## src/rtl/alu_exec_stage.sv

```systemverilog
`default_nettype none
// ============================================================================
//  Module      : alu_exec_stage
//  Description : Execute stage with single-cycle ALU ops and a 16-step
//                shift-add multiplier, writing results to the register file.
//  Revision    : 1.0 - initial release
// ============================================================================
module alu_exec_stage #(
   parameter int DATA_W = 16,
   parameter int ADDR_W = 5
) (
   input  logic              clk,
   input  logic              rst,
   input  logic              in_valid,
   output logic              in_ready,
   input  logic [3:0]        op,
   input  logic [DATA_W-1:0] a,
   input  logic [DATA_W-1:0] b,
   input  logic [ADDR_W-1:0] rd,
   output logic              wb_en,
   output logic [ADDR_W-1:0] wb_addr,
   output logic [DATA_W-1:0] wb_data,
   output logic              zero,
   output logic              ovf,
   output logic              busy
);

   localparam logic [3:0] c_OP_ADD = 4'd0;
   localparam logic [3:0] c_OP_SUB = 4'd1;
   localparam logic [3:0] c_OP_AND = 4'd2;
   localparam logic [3:0] c_OP_OR  = 4'd3;
   localparam logic [3:0] c_OP_XOR = 4'd4;
   localparam logic [3:0] c_OP_SLL = 4'd5;
   localparam logic [3:0] c_OP_SRL = 4'd6;
   localparam logic [3:0] c_OP_SRA = 4'd7;
   localparam logic [3:0] c_OP_SLT = 4'd8;
   localparam logic [3:0] c_OP_MUL = 4'd9;
   localparam logic [3:0] c_LAST_STEP = 4'(DATA_W - 1);

   typedef enum logic [1:0] {
      S_IDLE = 2'd0,
      S_MUL  = 2'd1,
      S_WB   = 2'd2
   } state_t;

   state_t              state_q, state_d;
   logic [3:0]          cnt_q, cnt_d;
   logic [DATA_W-1:0]   acc_q, acc_d;
   logic [DATA_W-1:0]   mcand_q, mcand_d;
   logic [DATA_W-1:0]   mplier_q, mplier_d;
   logic [ADDR_W-1:0]   rd_q, rd_d;
   logic                wb_en_q, wb_en_d;
   logic [ADDR_W-1:0]   wb_addr_q, wb_addr_d;
   logic [DATA_W-1:0]   wb_data_q, wb_data_d;
   logic                zero_q, zero_d;
   logic                ovf_q, ovf_d;

   logic [DATA_W-1:0]   w_sum, w_diff, w_alu_res;
   logic                w_add_ovf, w_sub_ovf, w_alu_ovf;

   assign w_sum     = a + b;
   assign w_diff    = a - b;
   assign w_add_ovf = (a[DATA_W-1] == b[DATA_W-1]) && (w_sum[DATA_W-1] != a[DATA_W-1]);
   assign w_sub_ovf = (a[DATA_W-1] != b[DATA_W-1]) && (w_diff[DATA_W-1] != a[DATA_W-1]);

   always_comb begin
      w_alu_res = '0;
      w_alu_ovf = 1'b0;
      case (op)
         c_OP_ADD: begin w_alu_res = w_sum;  w_alu_ovf = w_add_ovf; end
         c_OP_SUB: begin w_alu_res = w_diff; w_alu_ovf = w_sub_ovf; end
         c_OP_AND: w_alu_res = a & b;
         c_OP_OR:  w_alu_res = a | b;
         c_OP_XOR: w_alu_res = a ^ b;
         c_OP_SLL: w_alu_res = a << b[3:0];
         c_OP_SRL: w_alu_res = a >> b[3:0];
         c_OP_SRA: w_alu_res = $unsigned($signed(a) >>> b[3:0]);
         c_OP_SLT: w_alu_res = {{(DATA_W-1){1'b0}}, ($signed(a) < $signed(b))};
         default:  w_alu_res = '0;
      endcase
   end

   always_comb begin
      state_d   = state_q;
      cnt_d     = cnt_q;
      acc_d     = acc_q;
      mcand_d   = mcand_q;
      mplier_d  = mplier_q;
      rd_d      = rd_q;
      wb_en_d   = 1'b0;
      wb_addr_d = wb_addr_q;
      wb_data_d = wb_data_q;
      zero_d    = zero_q;
      ovf_d     = ovf_q;
      case (state_q)
         S_IDLE: begin
            if (in_valid) begin
               if (op == c_OP_MUL) begin
                  state_d  = S_MUL;
                  cnt_d    = '0;
                  acc_d    = '0;
                  mcand_d  = a;
                  mplier_d = b;
                  rd_d     = rd;
               end else if (op <= c_OP_SLT) begin
                  wb_en_d   = 1'b1;
                  wb_addr_d = rd;
                  wb_data_d = w_alu_res;
                  zero_d    = (w_alu_res == '0);
                  ovf_d     = w_alu_ovf;
               end
            end
         end
         S_MUL: begin
            // One multiplier bit per edge; the low DATA_W product bits survive.
            if (mplier_q[0]) begin
               acc_d = acc_q + mcand_q;
            end
            mcand_d  = mcand_q << 1;
            mplier_d = mplier_q >> 1;
            cnt_d    = cnt_q + 4'd1;
            if (cnt_q == c_LAST_STEP) begin
               state_d = S_WB;
            end
         end
         S_WB: begin
            wb_en_d   = 1'b1;
            wb_addr_d = rd_q;
            wb_data_d = acc_q;
            zero_d    = (acc_q == '0);
            ovf_d     = 1'b0;
            state_d   = S_IDLE;
         end
         default: state_d = S_IDLE;
      endcase
   end

   always_ff @(posedge clk) begin
      if (rst) begin
         state_q   <= S_IDLE;
         cnt_q     <= '0;
         acc_q     <= '0;
         mcand_q   <= '0;
         mplier_q  <= '0;
         rd_q      <= '0;
         wb_en_q   <= 1'b0;
         wb_addr_q <= '0;
         wb_data_q <= '0;
         zero_q    <= 1'b0;
         ovf_q     <= 1'b0;
      end else begin
         state_q   <= state_d;
         cnt_q     <= cnt_d;
         acc_q     <= acc_d;
         mcand_q   <= mcand_d;
         mplier_q  <= mplier_d;
         rd_q      <= rd_d;
         wb_en_q   <= wb_en_d;
         wb_addr_q <= wb_addr_d;
         wb_data_q <= wb_data_d;
         zero_q    <= zero_d;
         ovf_q     <= ovf_d;
      end
   end

   assign in_ready = (state_q == S_IDLE) && !rst;
   assign busy     = (state_q != S_IDLE);
   assign wb_en    = wb_en_q;
   assign wb_addr  = wb_addr_q;
   assign wb_data  = wb_data_q;
   assign zero     = zero_q;
   assign ovf      = ovf_q;

endmodule
`default_nettype wire
```

## config.mk

```make
export PLATFORM = sky130hd
export DESIGN_NAME = alu_exec_stage
export DESIGN_NICKNAME = d
export VERILOG_FILES = /design/src/rtl/alu_exec_stage.sv
export SDC_FILE = /design/constraint.sdc
export NUM_CORES = 1
export LEC_CHECK = 0
export ABC_CLOCK_PERIOD_IN_PS = 4400
export CAP_MARGIN = 25
export CORE_MARGIN = 2
export CORE_UTILIZATION = 35
export DETAILED_ROUTE_END_ITERATION = 16
export GPL_TIMING_DRIVEN = 0
export PLACE_DENSITY = 0.64
export SYNTH_ARGS = -nofsm -noshare
export SYNTH_HDL_FRONTEND = slang
export SYNTH_SLANG_ARGS = --single-unit
```

## constraint.sdc

```tcl
create_clock -name clk -period 4.4 [get_ports clk]
set_input_delay 0.44 -clock clk [delete_from_list [all_inputs] [get_ports clk]]
set_output_delay 0.44 -clock clk [all_outputs]
set_load 0.05 [all_outputs]
```

==> results.ini, run 1 <==
[sta]
hold_viol_final=0
relSlewSlack=0.328
finalCriticalPeriod_ns=4.32
fmax_mhz=232
skew_ns=0.00578
hold_ws_ns=0.484
report.final.slew_viol_count=0
period_share=0.981
setup_viol=0
worst_slew_pin_slew_ns=0.983

[worst_setup_path]
max_stage_delay_ns=0.56
arrival_ns=4.59
setup.worst_path.start_class=input pin
critical_path_class=input pin to flop
cp_slowest_cell=a21oi_1
worst-path-max-fanout=11
cp_top_family=compound AO/OA/AOI/OAI gates
cpMostUsedCell=clkbuf_4
worstPathRequired_ns=4.67
path_cells=clkdlybuf4s50_1 -> buf_4 -> inv_1 -> clkbuf_4 -> ha_1 -> clkbuf_4 -> nor3_4 -> a2111oi_4 -> o21ai_0 -> a211oi_1 -> o221ai_1 -> a21oi_1 -> nand3b_1 -> or4_1 -> o22ai_2
endpoint_kind=flop
path_buf_inv=5

[yosys]
syn_inst=1090
synth_largest_area_cell=dfxtp_1
synth_cell_types=80
synth_nets=1202
synth_ff_type=dfxtp_1
yosysSeqAreaShare=0.204
synthTopCellsByArea=dfxtp_1 20%, ha_1 10%, nor2_1 7.3%
synth_top_area_frac=0.204
netlist_area_sq_um=8160
synth-edff-count=0
synthTopCellsByCount=158 x nor2_1, 100 x a21oi_1, 85 x nand2_1
ys_ff_latch=83
synth_most_common_cell=nor2_1
yosysWarnings=0
avgSynthCellArea_sq_um=7.48
synth-async-reset-ratio=0

[clock_tree]
cts_buffers=9
clk_pin_slew_ns=0.07
hold_buffers=0
cts_max_level=3
cts_tree=done
clkLatencyLatePin_ns=0.34
cts_max_path_buffers=2
cts-root-buf=clkbuf_16
clock_sink_count=83

[power]
p_per_area_nw_per_um2=244
p_total_w=0.00235
ir_worst_vdd_mv=0.183
leakage_nw=3.79

[cells_and_area]
drive_above_1_share=0.0750
final_cell_area_sq_um=9630
layout.nets=1280
antenna_cells=0
syn2layout_area_growth_pct=18.1
n_fill_cell=2335

[placement]
placed_area_sq_um=9230
dp.final_hpwl_microns=25200
port_buffers=66
place_congestion=0.994

[global_route]
grt_overflow=0
grt_max_degree=16
grt_pass1_wl_microns=49400
grt_pass1_vias=8575
globalRouteTotalUtil=0.261
antenna_found_initial=0

[detailed_routing]
avgRoutedWirePerCell_microns=21.7
drt_iter0_markers=1092
via_count=9161
drt_wl_total_microns=32300
drc=0
vias_per_cell=6.16
first_pass_iters=8
antenna_left=0

[hold_path]
hp-class=flop to flop

[die]
die_x_microns=157
initial_core_util=0.358
rows=55
fp.dieH_microns=157
pin_count=70
core_area_sq_um=22800
die_area_sq_um=24500

[run]
cap_violations=0

[run_status]
status=finished clean

logic make-up after synthesis:
group                      after synthesis  share of synthesized area
xor gates and xnor gates                10                     0.0107
buffers and inverters                  138                     0.0663
DFF                                     83                      0.204
AOI/OAI and AO/OA                      345                      0.288
and+or+nand+nor                        400                      0.228
adders and majority gates               68                      0.107
muxes                                   46                     0.0956
power by group:
| group | internal, W | leakage, nW | switching, W |
|---|---|---|---|
| sequential | 0.000778 | 0.674 | 0.0000171 |
| combinational | 0.000287 | 2.97 | 0.000500 |
| clock | 0.000442 | 0.138 | 0.000323 |
| total | 0.00151 | 3.79 | 0.000839 |
cell usage in the layout (no fill, tap or decap), types with 9 or more instances in the layout:
cell	synthesis	final
mux4_2	25	25
nor3_1	38	37
a221oi_1	10	10
a31oi_1	9	9
a21o_1	9	9
clkdlybuf4s50_1	0	62
nand2_1	85	85
o211ai_1	16	16
dfxtp_1	83	83
a211oi_1	48	46
mux2i_1	16	16
o21ai_0	50	49
nor2b_1	14	14
ha_1	65	65
nor2_1	158	158
clkbuf_16	0	9
a21oi_1	100	99
nand3_1	33	33
clkbuf_1	65	62
nand2b_1	10	10
buf_1	11	9
inv_1	49	48
layout make-up:
type | instances | area (sq um) | area share
Buffer | 84 | 350 | 0.0364
Clock inverter | 7 | 75.1 | 0.00780
Sequential cell | 83 | 1660 | 0.173
Multi-Input combinational cell | 869 | 6040 | 0.627
Clock buffer | 9 | 225 | 0.0234
Inverter | 51 | 196 | 0.0204
Timing Repair Buffer | 70 | 691 | 0.0717
Tap cell | 313 | 392 | 0.0407
routing by layer:
layer,vias up,global-route usage,routed length [microns]
met3,96,0.0457,2910
li1,4208,-,-
met4,0,0.106,1410
met1,4338,0.367,14300
met2,519,0.395,13600
met5,-,0,0
per-stage QoR:
step	setup WS [ns]	cells	utilization	setup TNS, ns
2_1_floorplan	0.306	1090	-	0
3_3_place_gp	-1.53	1469	0.404	-9.06
3_5_place_dp	-1.09	1472	0.405	-6.74
4_1_cts	0.0149	1487	0.420	0
5_1_grt	-0.0239	1486	0.423	-0.0239
6_report	0.0847	1486	0.423	0
worst min-delay path, stage by stage, from the launching register on:
cell,delay [ns]
dfxtp_1,0.31
nand2_1,0.05
a311oi_1,0.08
registers in the layout, summed over array words and instances (netlist names):
signal / flops
mplier_q: 16
wb_addr: 5
mcand_q: 16
wb_data: 16
rd_q: 5
zero: 1
ovf: 1
cnt_q: 4
wb_en: 1
acc_q: 16
state_q: 2
repair_timing:
item,in CTS,in global routing
setup buffers,1,0
endpoints found under the setup margin,10,2
pin swaps,1,0
resized for setup,11,21
final timing paths:
path,end,slack [ns],start,cells after the start
min,wb_addr[1],0.48,wb_addr[1],2
max,zero,0.08,b[3],15
min reg2reg,wb_addr[1],0.48,wb_addr[1],2
max reg2reg,acc_q[15],1.13,acc_q[1],10
Power figures use the tool's default switching activity.
==> inputs of run 2 (changes only) <==
--- a/config.mk
+++ b/config.mk
@@ -5,13 +5,13 @@
 export SDC_FILE = /design/constraint.sdc
 export NUM_CORES = 1
 export LEC_CHECK = 0
-export ABC_CLOCK_PERIOD_IN_PS = 4400
+export ABC_CLOCK_PERIOD_IN_PS = 5100
 export CAP_MARGIN = 25
 export CORE_MARGIN = 2
 export CORE_UTILIZATION = 35
 export DETAILED_ROUTE_END_ITERATION = 16
 export GPL_TIMING_DRIVEN = 0
-export PLACE_DENSITY = 0.64
+export PLACE_DENSITY = 0.62
 export SYNTH_ARGS = -nofsm -noshare
 export SYNTH_HDL_FRONTEND = slang
 export SYNTH_SLANG_ARGS = --single-unit
==> constraint.sdc (replaced) <==
create_clock -name clk -period 5.1 [get_ports clk]
set_input_delay 0.51 -clock clk [delete_from_list [all_inputs] [get_ports clk]]
set_output_delay 0.51 -clock clk [all_outputs]
set_load 0.05 [all_outputs]
==> run 2 against run 1 <==
Against the previous run: non-clock buffer count up 1; critical path depth shrank 1; cell area decreased by 1.0%; first-iteration DRC count down 5.7%; via count shrank 1.3%; flip-flop and latch count stayed put; register-to-register slack better by 0.70 ns; critical path type unchanged; largest cell class unchanged; largest power group unchanged.
==> results.ini, run 2 (synthesized netlist as in run 1, its figures left out) <==
[die]
initial_core_util=0.358  ; unchanged
pin_count=70  ; unchanged
die_area_sq_um=24500  ; unchanged
fp.dieH_microns=157  ; unchanged
core_area_sq_um=22800  ; unchanged
rows=55  ; unchanged
die_x_microns=157  ; unchanged

[detailed_routing]
via_count=9044  ; -1.3%
drc=0  ; unchanged
avgRoutedWirePerCell_microns=21.7  ; about the same
drt_wl_total_microns=32300  ; about the same
first_pass_iters=5  ; -3
highest_layer=met4
routed-wl-met3_microns=3210  ; +10%
route.met2.wl_microns=13300  ; -2.0%
vias_per_cell=6.08  ; -1.3%
drt_iter0_markers=1030  ; -5.7%
antenna_left=0  ; unchanged
wl_met1_microns=14200  ; -0.67%

[clock_tree]
clk_pin_slew_ns=0.06  ; about the same
cts_max_path_buffers=2  ; unchanged
cts_tree=done
clock_sink_count=83  ; unchanged
cts_buffers=9  ; unchanged
cts_max_level=3  ; unchanged
cts-root-buf=clkbuf_16
postCtsSetupBuffers=0  ; -1
clkLatencyLatePin_ns=0.34  ; about the same
hold_buffers=0  ; unchanged

[worst_setup_path]
crit_end=zero
path_buf_inv=4  ; -1
cpMostUsedCell=or4_1
arrival_ns=5.14  ; +0.55 ns
cp_top_family=compound AO/OA/AOI/OAI gates
reg2reg_setup_slack_ns=1.83  ; +0.70 ns
critical_path_class=input pin to flop
worstReg2RegStart=acc_q[1]
max_stage_delay_ns=0.47  ; -0.09 ns
worst-path-max-fanout=15  ; +4
startpoint=b[2]
worstPathRequired_ns=5.37  ; +0.70 ns
r2r-end=acc_q[15]
setup.worst_path.start_class=input pin
path_cells=clkdlybuf4s50_1 -> clkbuf_2 -> inv_1 -> buf_2 -> ha_1 -> a21oi_1 -> o2111ai_1 -> o211ai_1 -> o21ai_1 -> a221o_1 -> a2111o_1 -> or4_1 -> or4_1 -> o22ai_2
rr_worst_depth=10  ; unchanged
critical_path_depth=14  ; -1
cp_slowest_cell=or4_1
endpoint_kind=flop

[placement]
post-place-cells=1472  ; unchanged
dp.final_hpwl_microns=25300  ; +0.44%
place_congestion=1.05  ; +5.5%
port_buffers=66  ; unchanged

[sta]
fmax_mhz=205
period_share=0.954
relSlewSlack=0.292  ; -0.0361
report.final.slew_viol_count=0  ; unchanged
skew_ns=0.00938  ; +0.00360 ns
rsz0062_at_grt=no
worst_slew_pin_slew_ns=1.04  ; +0.0527 ns
setup_tns_ns=0  ; unchanged
finalCriticalPeriod_ns=4.87
setup_viol=0  ; unchanged
hold_viol_final=0  ; unchanged

[cells_and_area]
layout.cells.most_common=nor2_1
instances_no_fill=1487  ; +0.067%
layout_common_cells=158 x nor2_1, 99 x a21oi_1, 85 x nand2_1
layout.nets=1281  ; +0.078%
syn2layout_area_growth_pct=16.9
final_util=0.419  ; -0.00428
antenna_cells=0  ; unchanged
drive_above_1_share=0.0647  ; -0.0103

[global_route]
grt_pass1_wl_microns=49500  ; +0.15%
antenna_found_initial=0  ; unchanged
grt_max_degree=14  ; -2
grt_pass1_vias=8386  ; -2.2%
grt_overflow=0  ; unchanged
globalRouteTotalUtil=0.262  ; +0.000367

[power]
p_per_area_nw_per_um2=210  ; -14%
ir_worst_vdd_mv=0.173  ; -5.4%
p_total_w=0.00200  ; -15%
leakage_nw=3.74  ; -1.3%

[hold_path]
hp-class=flop to flop

[run]
cap_violations=0  ; unchanged

[run_status]
status=finished clean

run 2: cell count changes in the layout (fill, tap and decap cells not counted), sizes merged:
cell and change:
clkdlybuf4s50 +4, buf +2, clkinv +1, dlymetal6s2s -3
inv -1, clkinvlp -2
run 2: report_power, final:
group          internal, W  total (W)  switching [W]
clock             0.000390   0.000652       0.000262
sequential        0.000671   0.000686      0.0000145
combinational     0.000242   0.000666       0.000425
total              0.00130    0.00200       0.000701
run 2: tightest hold or removal path: stages (launching register included):
cell	delay [ns]
dfxtp_1	0.31
nand2_1	0.05
a311oi_1	0.07
run 2: timing repair:
action,4_1_cts,5_1_grt
pin swaps,0,0
resized for setup,2,3
endpoints found under the setup margin,1,1
run 2: routing by layer:
layer / vias up / GRT usage
met5: - / 0
met4: 0 / 0.110
met3: 89 / 0.0435
met2: 492 / 0.389
met1: 4264 / 0.373
li1: 4199 / -
run 2: layout make-up:
type | count | area [sq um]
Multi-Input combinational cell | 869 | 5960
Timing Repair Buffer | 69 | 681
Tap cell | 313 | 392
Buffer | 86 | 348
Clock inverter | 5 | 52.6
Clock buffer | 11 | 243
Inverter | 51 | 195
Sequential cell | 83 | 1660
Fill cell | 2344 | 13200
run 2: worst min-delay path by stage:
stage                     startpoint    endpoint  slack (ns)  cells past startpoint
after floorplan             cnt_q[3]    cnt_q[3]        0.45                      1
after global placement    wb_addr[4]  wb_addr[4]        0.47                      2
after detailed placement    cnt_q[3]    cnt_q[3]        0.47                      1
after CTS                 wb_addr[4]  wb_addr[4]        0.48                      2
after global routing      wb_addr[1]  wb_addr[1]        0.49                      2
final                     wb_addr[3]  wb_addr[3]        0.48                      2
run 2: stage by stage:
stage                     worst slack, ns  area, sq um  hold slack [ns]
after global routing               0.0549         9530            0.490
after global placement             -0.995         9210            0.470
after detailed placement           -0.576         9230            0.467
final                               0.232         9530            0.479
after floorplan                     0.936         8160            0.448
after CTS                          0.0917         9530            0.483
==> inputs of run 3 (changes only) <==
--- a/config.mk
+++ b/config.mk
@@ -12,6 +12,7 @@
 export DETAILED_ROUTE_END_ITERATION = 16
 export GPL_TIMING_DRIVEN = 0
 export PLACE_DENSITY = 0.62
+export SKIP_CTS_REPAIR_TIMING = 1
 export SYNTH_ARGS = -nofsm -noshare
 export SYNTH_HDL_FRONTEND = slang
 export SYNTH_SLANG_ARGS = --single-unit
==> run 3 against run 2 <==
Against the previous run: final cell count is the same; critical endpoint unchanged; non-clock buffer count is the same; largest power group unchanged; sequential share of layout area is the same.
==> results.ini, run 3 (synthesized netlist as in run 1, its figures left out) <==
[power]
sw_frac_of_total=0.349  ; -0.000499
p_int_w=0.00130  ; about the same
power_frac_comb=0.332  ; about the same
power_frac_seq=0.342  ; about the same
pwr-share-clk=0.325  ; about the same
p_per_area_nw_per_um2=210  ; about the same
ir_worst_vdd_mv=0.172  ; -1.1%
leakage_nw=3.74  ; about the same
p_total_w=0.00200  ; about the same
p_sw_w=0.000700  ; -0.21%

[worst_setup_path]
reg2reg_setup_slack_ns=1.82  ; about the same
arrival_ns=5.22  ; +0.08 ns
path_cells=clkdlybuf4s50_1 -> clkbuf_2 -> inv_1 -> clkbuf_2 -> ha_1 -> a21oi_1 -> o2111ai_1 -> o211ai_1 -> o21ai_1 -> a221o_1 -> a2111o_1 -> or4_1 -> or4_1 -> o22ai_2
cp_top_family=compound AO/OA/AOI/OAI gates
cp_slowest_cell=or4_1
setup.worst_path.start_class=input pin
worstPathRequired_ns=5.37  ; about the same
endpoint_kind=flop
max_stage_delay_ns=0.47  ; about the same
critical_path_class=input pin to flop
worst-path-max-fanout=15  ; unchanged
path_buf_inv=4  ; unchanged

[die]
die_x_microns=157  ; unchanged
die_area_sq_um=24500  ; unchanged
pin_count=70  ; unchanged
core_area_sq_um=22800  ; unchanged
fp.dieH_microns=157  ; unchanged
initial_core_util=0.358  ; unchanged
rows=55  ; unchanged

[placement]
port_buffers=66  ; unchanged
place_congestion=1.05  ; unchanged
dp.final_hpwl_microns=25300  ; unchanged

[global_route]
grt_pass1_wl_microns=49500  ; about the same
grt_overflow=0  ; unchanged
grt_pass1_vias=8369  ; -0.20%
antenna_found_initial=0  ; unchanged
grt_max_degree=14  ; unchanged
globalRouteTotalUtil=0.262  ; about the same

[detailed_routing]
avgRoutedWirePerCell_microns=21.7  ; -0.15%
drc=0  ; unchanged
first_pass_iters=6  ; +1
drt_wl_total_microns=32200  ; -0.15%
via_count=9020  ; -0.27%
drt_iter0_markers=1048  ; +1.7%
antenna_left=0  ; unchanged
vias_per_cell=6.07  ; -0.27%

[cells_and_area]
final_util=0.419  ; unchanged
drive_above_1_share=0.0647  ; unchanged
layout_common_cells=158 x nor2_1, 99 x a21oi_1, 85 x nand2_1
antenna_cells=0  ; unchanged
layout.cells.most_common=nor2_1
layout.nets=1281  ; unchanged
syn2layout_area_growth_pct=16.9  ; unchanged

[sta]
setup_viol=0  ; unchanged
hold_ws_ns=0.480  ; +0.0000940 ns
finalCriticalPeriod_ns=4.95  ; +0.0786 ns
fmax_mhz=202  ; -1.6%
skew_ns=0.00931  ; -0.0000662 ns
worst_slew_pin_slew_ns=1.00  ; -0.0328 ns
relSlewSlack=0.314  ; +0.0224
period_share=0.970  ; +0.0154
hold_viol_final=0  ; unchanged
report.final.slew_viol_count=0  ; unchanged

[run]
cap_violations=0  ; unchanged

[clock_tree]
cts-root-buf=clkbuf_16
cts_tree=done
clock_sink_count=83  ; unchanged
cts_max_level=3  ; unchanged
cts_max_path_buffers=2  ; unchanged
cts_buffers=9  ; unchanged
clkLatencyLatePin_ns=0.34  ; about the same
clk_pin_slew_ns=0.06  ; about the same

[run_status]
status=finished clean

[hold_path]
hp-class=flop to flop

## run 3: layer usage
metal | up-vias | share of wire | GRT usage
li1 | 4207 | - | -
met1 | 4228 | 0.44 | 0.374
met2 | 499 | 0.41 | 0.389
met3 | 86 | 0.10 | 0.0421
met4 | 0 | 0.044 | 0.109
met5 | - | 0 | 0
## run 3: stage by stage
step	area (sq um)	setup TNS (ns)	std cells	setup slack (ns)
after floorplan	8160	0	1090	0.936
after global placement	9210	-2.67	1469	-0.995
after detailed placement	9230	-1.19	1472	-0.576
after CTS	9530	-0.245	1488	-0.245
after global routing	9530	-0.00101	1487	-0.00101
final	9530	0	1487	0.154
## run 3: power groups by stage
| stage | logic (W) | clock network (W) | registers [W] |
|---|---|---|---|
| final | 0.000666 | 0.000652 | 0.000686 |
| after global routing | 0.000710 | 0.000686 | 0.000688 |
| after CTS | 0.000647 | 0.000660 | 0.000686 |
| after detailed placement | 0.000644 | 0 | 0.000700 |
| after global placement | 0.000640 | 0 | 0.000700 |
| after floorplan | 0.000370 | 0 | 0.000740 |
## run 3: final timing paths
| check | from | to | cells past startpoint |
|---|---|---|---|
| max | b[2] | zero | 14 |
| min | wb_addr[3] | wb_addr[3] | 2 |
| min reg2reg | wb_addr[3] | wb_addr[3] | 2 |
| max reg2reg | acc_q[1] | acc_q[15] | 10 |
## run 3: cell type report
cell class	count	area, sq um
fillers	2344	13200
multi-input cells	869	5960
flip-flops and latches	83	1660
repair buffers	69	681
well taps	313	392
plain buffers	86	348
clock buffers	11	243
inverters	51	195
clock inverters	5	52.6
## run 3: worst reg2reg max path, cell delays in order, from the launching register on
cell,delay (ns)
dfxtp_1,0.46
ha_1,0.29
a211oi_1,0.39
o211ai_1,0.20
a221oi_1,0.46
a21oi_1,0.17
a41o_1,0.31
o41ai_1,0.33
xor2_1,0.13
or3_1,0.33
a21oi_1,0.15
